$ cat config.mk
export PLATFORM = sky130hd
export DESIGN_NAME = uart_rx
export DESIGN_NICKNAME = d
export VERILOG_FILES = /design/src/rtl/uart_rx.sv
export SDC_FILE = /design/constraint.sdc
export NUM_CORES = 1
export LEC_CHECK = 0
export CORE_MARGIN = 5
export CORE_UTILIZATION = 33
export CTS_CLUSTER_DIAMETER = 60
export DETAILED_ROUTE_END_ITERATION = 6
export DONT_BUFFER_PORTS = 1
export GPL_TIMING_DRIVEN = 0
export SYNTH_ARGS = -nofsm -noshare
export SYNTH_HDL_FRONTEND = slang
export SYNTH_SLANG_ARGS = --single-unit
export TNS_END_PERCENT = 5
$ cat constraint.sdc
create_clock -name clk_3125_rx -period 2.1 [get_ports clk_3125_rx]
set_clock_uncertainty 0.15 [all_clocks]
set_input_delay 0.42 -clock clk_3125_rx [delete_from_list [all_inputs] [get_ports clk_3125_rx]]
set_output_delay 0.42 -clock clk_3125_rx [all_outputs]
set_load 0.01 [all_outputs]
$ cat src/rtl/uart_rx.sv
// UART frame receiver: 1 start, 8 data (MSB first), 1 parity, 1 stop bit.
// Checks parity and framing and strobes good bytes into the downstream FIFO.
module uart_rx #(
  parameter int unsigned CLOCKS_PER_BIT = 14,
  parameter int unsigned SAMPLE_POINT   = 6
) (
  input  logic       clk_3125_rx,
  input  logic       rst_n,
  input  logic       parity_type,
  input  logic       rx,
  input  logic       ff_full,
  output logic [7:0] rx_msg,
  output logic       rx_complete,
  output logic       wr_en,
  output logic       parity_err,
  output logic       frame_err,
  output logic       overrun
);

  localparam int unsigned CNT_W = 4;
  localparam logic [CNT_W-1:0] LAST_CNT   = CNT_W'(CLOCKS_PER_BIT - 1);
  localparam logic [CNT_W-1:0] SAMPLE_CNT = CNT_W'(SAMPLE_POINT);

  typedef enum logic [2:0] {
    S_IDLE,
    S_START,
    S_DATA,
    S_PARITY,
    S_STOP
  } state_t;

  state_t           r_state, w_state_nxt;
  logic             r_sync1, r_sync2;
  logic             r_armed, w_armed_nxt;
  logic [CNT_W-1:0] r_cnt, w_cnt_nxt;
  logic [2:0]       r_bit_idx, w_bit_idx_nxt;
  logic [7:0]       r_shift, w_shift_nxt;
  logic             r_par, w_par_nxt;
  logic [7:0]       r_rx_msg, w_rx_msg_nxt;
  logic             r_complete, w_complete_nxt;
  logic             r_wr_en, w_wr_en_nxt;
  logic             r_parity_err, w_parity_err_nxt;
  logic             r_frame_err, w_frame_err_nxt;
  logic             r_overrun, w_overrun_nxt;
  logic             w_rx_s;
  logic             w_perr, w_ferr;

  assign w_rx_s = r_sync2;
  assign w_perr = r_par != ((^r_shift) ^ parity_type);
  assign w_ferr = ~w_rx_s;

  // State, synchroniser and registered outputs
  always_ff @(posedge clk_3125_rx) begin
    if (!rst_n) begin
      r_state      <= S_IDLE;
      r_sync1      <= 1'b1;
      r_sync2      <= 1'b1;
      r_armed      <= 1'b1;
      r_cnt        <= '0;
      r_bit_idx    <= 3'd7;
      r_shift      <= '0;
      r_par        <= 1'b0;
      r_rx_msg     <= '0;
      r_complete   <= 1'b0;
      r_wr_en      <= 1'b0;
      r_parity_err <= 1'b0;
      r_frame_err  <= 1'b0;
      r_overrun    <= 1'b0;
    end else begin
      r_state      <= w_state_nxt;
      r_sync1      <= rx;
      r_sync2      <= r_sync1;
      r_armed      <= w_armed_nxt;
      r_cnt        <= w_cnt_nxt;
      r_bit_idx    <= w_bit_idx_nxt;
      r_shift      <= w_shift_nxt;
      r_par        <= w_par_nxt;
      r_rx_msg     <= w_rx_msg_nxt;
      r_complete   <= w_complete_nxt;
      r_wr_en      <= w_wr_en_nxt;
      r_parity_err <= w_parity_err_nxt;
      r_frame_err  <= w_frame_err_nxt;
      r_overrun    <= w_overrun_nxt;
    end
  end

  always_comb begin
    w_state_nxt      = r_state;
    w_armed_nxt      = r_armed;
    w_cnt_nxt        = r_cnt;
    w_bit_idx_nxt    = r_bit_idx;
    w_shift_nxt      = r_shift;
    w_par_nxt        = r_par;
    w_rx_msg_nxt     = r_rx_msg;
    w_complete_nxt   = 1'b0;
    w_wr_en_nxt      = 1'b0;
    w_parity_err_nxt = r_parity_err;
    w_frame_err_nxt  = r_frame_err;
    w_overrun_nxt    = 1'b0;

    case (r_state)
      S_IDLE: begin
        w_cnt_nxt     = '0;
        w_bit_idx_nxt = 3'd7;
        if (w_rx_s) begin
          w_armed_nxt = 1'b1;
        end
        // The detection cycle already counts as the first cycle of the start bit
        if (r_armed && !w_rx_s) begin
          w_state_nxt = S_START;
          w_armed_nxt = 1'b0;
          w_cnt_nxt   = CNT_W'(1);
        end
      end
      S_START: begin
        if (r_cnt == SAMPLE_CNT) begin
          w_cnt_nxt   = '0;
          w_state_nxt = w_rx_s ? S_IDLE : S_DATA;
        end else begin
          w_cnt_nxt = r_cnt + CNT_W'(1);
        end
      end
      S_DATA: begin
        if (r_cnt == LAST_CNT) begin
          w_shift_nxt[r_bit_idx] = w_rx_s;
          w_cnt_nxt              = '0;
          if (r_bit_idx == 3'd0) begin
            w_state_nxt = S_PARITY;
          end else begin
            w_bit_idx_nxt = r_bit_idx - 3'd1;
          end
        end else begin
          w_cnt_nxt = r_cnt + CNT_W'(1);
        end
      end
      S_PARITY: begin
        if (r_cnt == LAST_CNT) begin
          w_par_nxt   = w_rx_s;
          w_cnt_nxt   = '0;
          w_state_nxt = S_STOP;
        end else begin
          w_cnt_nxt = r_cnt + CNT_W'(1);
        end
      end
      S_STOP: begin
        if (r_cnt == LAST_CNT) begin
          w_rx_msg_nxt     = r_shift;
          w_complete_nxt   = 1'b1;
          w_parity_err_nxt = w_perr;
          w_frame_err_nxt  = w_ferr;
          w_wr_en_nxt      = !w_perr && !w_ferr && !ff_full;
          w_overrun_nxt    = !w_perr && !w_ferr && ff_full;
          w_cnt_nxt        = '0;
          w_state_nxt      = S_IDLE;
        end else begin
          w_cnt_nxt = r_cnt + CNT_W'(1);
        end
      end
      default: begin
        w_state_nxt = S_IDLE;
        w_cnt_nxt   = '0;
      end
    endcase
  end

  assign rx_msg      = r_rx_msg;
  assign rx_complete = r_complete;
  assign wr_en       = r_wr_en;
  assign parity_err  = r_parity_err;
  assign frame_err   = r_frame_err;
  assign overrun     = r_overrun;

endmodule

==> impl_metrics.csv <==
group,metric,value,unit
outcome,outcome,"finished, final reports clean",
route,first_iter_violations,44,
critical_path,max_stage_delay,0.52,ns
pwr,peakVddDrop,0.444,mV
synth,synth_nets,200,
synth,synth_area,0.00173,sq mm
critical_path,cp_max_fo,9,
clock_tree,root_buffer,"clkbuf_8",
finish,drive_above_1_share,14.5,%
synth,yosys.area_share.simple,26.6,%
synth,synth_edf_count,0,
finish,syn_to_final_growth,11.8,%
synth,async_flop_share,0,%
placed_design,placed_area,0.00182,sq mm
global_route,grt_usage,12.2,%
pwr,intPower,1.07,mW
critical_path,criticalPathCategory,"reg -> reg",
route,via_count,1327,
clock_tree,cts_max_level,2,
finish,fill_cells,550,
timing,setup_tns,0,ns
critical_path,end_kind,"flip-flop",
finish,most-common-layout-cells,"dfxtp_1, nand2_1, nor2_1",
critical_path,crit_path_top_delay_cell,"or4_1",
global_route,gr-total-overflow,0,
placed_design,post-place-cells,263,
die,top_level_ports,18,
clock_tree,clkSinkCount,35,
timing,slew_viol_final,0,
synth,ys.flop_type,"dfxtp_1",
die,die_w,82.4,um
route,ant_nets,0,
timing,final.period_utilization,94.0,%
critical_path,crit_buf_inv,1,
pwr,pwr-share-clk,46.7,%
clock_tree,insertion_delay,0.28,ns
timing,fmax,0.507,GHz
synth,synth_adder_area_share,1.45,%
clock_tree,cts_tree,"built",
pwr,p_total,1.35,mW
critical_path,crit_chain,"inv_1 > ha_1 > ha_1 > or4_1 > a32o_1 > nand2_1",
critical_path,worstPathRequired,2.16,ns
timing,rsz0062_at_grt,"false",
global_route,antenna_found_initial,0,
synth,synth_compound_area_share,11.9,%
finish,multiInputGateArea,925,sq um
clock_tree,post_cts.repair.setup_buffers,0,
synth,synthXorXnorAreaFrac,6.36,%
timing,setup-violations-final,0,
timing,finalCriticalPeriod,1.97,ns
placed_design,place_hpwl,2.62,mm
pwr,comb_power_share,3.8,%
synth,ys_types,47,
timing,hold_viol,0,
placed_design,gp_congestion,0.775,
finish,layout.nets,206,
finish,layout_commonest_cell,"dfxtp_1",
synth,netlist_top_cells_area,"dfxtp_1, mux2i_1, nand2_1, xnor2_1, a21oi_1",
finish,layout.cells.non_filler,270,
route,wirelength,3.63,mm
synth,ys.warnings.count,0,
pwr,pwr_density_cell,699,mW/mm^2
synth,muxShareOfSynthArea,7.09,%
placed_design,port_buffers,0,
synth,ys_seq_area_share,40.5,%
job,drv_cap,0,
synth,yosysTopAreaCellShare,40.5,%
synth,synth_top_family_by_area,"simple AND/OR/NAND/NOR gates",
timing,worst_pin_slew,0.540,ns
pwr,p_leak,0.746,nW
worst_hold_path,min_path_type,"in -> reg",
critical_path,crit_path_start_kind,"flip-flop",
die,die_area,0.00679,sq mm
finish,design_area,0.00193,sq mm
route,avgRoutedWirePerCell,13.4,um
route,drcViolationCount,0,
critical_path,critPathTopFamily,"simple AND/OR/NAND/NOR gates",
global_route,grt_pass1_vias,1334,
pwr,swShare,20.8,%
critical_path,critPathArrivalTime,2.03,ns
synth,synth_cells,193,
clock_tree,clk_pin_slew,0.08,ns
global_route,grt_pass1_wl,6.28,mm
die,die-height,82.4,um
route,dr.pass1.iters,4,
synth,ys_ff_latch,35,
global_route,grt_max_degree,12,
pwr,p_switching,281,uW
synth,syn_avg_cell_area,8.97,sq um
clock_tree,cts-buffers-inserted,5,
clock_tree,clk_path_buf_depth,2,
timing,relSlewSlack,64.0,%
finish,seq_area,703,sq um
synth,yosysTopAreaCell,"dfxtp_1",
die,core_region_area,0.00511,sq mm
critical_path,path_common_cell,"ha_1",
pwr,p_seq_share,49.6,%
die,start_util,33.9,%
route,via_per_inst,4.91,
die,rows,26,
finish,diodes,0,
[power groups by stage]
stage / combinational, mW / clock, mW / sequential (mW)
finish: 0.0509 / 0.631 / 0.670
detailed placement: 0.0508 / 0 / 0.685
global placement: 0.0506 / 0 / 0.685
floorplan: 0.0395 / 0 / 0.685
CTS: 0.0510 / 0.637 / 0.670
global route: 0.0566 / 0.671 / 0.671
[metrics by stage]
step                      util (%)  hold slack, ns  worst slack, ns
final                         37.9          0.0604            0.127
after global routing          37.9          0.0565           0.0293
after CTS                     37.8          0.0590           0.0142
after detailed placement      35.6           0.257          -0.0824
after global placement        35.6           0.246          -0.0664
after floorplan                  -           0.236           0.0969
[cell families after synthesis]
| logic type | after synthesis |
|---|---|
| compound gates | 30 |
| xor+xnor | 11 |
| fa+ha+maj | 2 |
| buf+inv | 22 |
| flops | 35 |
| mux | 12 |
| simple gates | 81 |
[cell usage after synthesis, drive strengths merged (2+ instances only)]
cell type and n:
dfxtp 35, nand4 3, nor3 11, nor2 14, ha 2, or2 2, clkbuf 6, o21a 6
nor3b 3, nand2b 4, o21ai 3, nor4b 2, nand3 4, nand2 26, xnor2 8, o31ai 3
nor2b 2, buf 10, mux2 2, inv 6, xor2 2, nor4 2, mux2i 10, a21oi 11
[sequential cells by signal, summed over array words and instances, names as in the netlist]
signal,count
parity_err,1
wr_en,1
frame_err,1
rx_complete,1
r_shift,8
r_sync2,1
r_par,1
r_armed,1
rx_msg,8
r_bit_idx,3
r_state,3
r_sync1,1
r_cnt,4
overrun,1
[worst register-to-register path, stage by stage (launching register included)]
cell     delay, ns
dfxtp_2       0.41
inv_1         0.08
ha_1          0.20
ha_1          0.23
or4_1         0.52
a32o_1        0.26
nand2_1       0.06
[what timing repair did]
| item | 4_1_cts | 5_1_grt |
|---|---|---|
| cloned | 0 | 0 |
| resized for setup | 0 | 2 |
| endpoints found under the setup margin | 1 | 1 |
| hold buffers | 0 | 0 |
| pin swaps | 0 | 0 |
[per-layer routing]
metal | GRT usage (%) | share of wire (%) | up-vias
met2 | 18.9 | 43 | 18
met1 | 16.0 | 52 | 623
met5 | 0 | 0 | -
met4 | 5.32 | 1.5 | 0
met3 | 3.04 | 4.1 | 4
li1 | - | - | 682
[final cells by class]
| class | count | area share (%) |
|---|---|---|
| Buffer | 15 | 4.08 |
| Multi-Input combinational cell | 136 | 47.8 |
| Inverter | 6 | 1.16 |
| Clock inverter | 2 | 1.81 |
| Tap cell | 70 | 4.53 |
| Sequential cell | 35 | 36.4 |
| Clock buffer | 6 | 4.27 |
[worst paths after layout]
kind | cells past startpoint | end | from | slack [ns]
worst max register to register | 6 | r_bit_idx[0] | r_bit_idx[0] | 0.13
worst max-delay path | 6 | r_bit_idx[0] | r_bit_idx[0] | 0.13
worst min register to register | 1 | r_sync2 | r_sync1 | 0.27
worst min-delay path | 1 | wr_en | ff_full | 0.06
No activity file was read; power rests on OpenSTA's default activity.
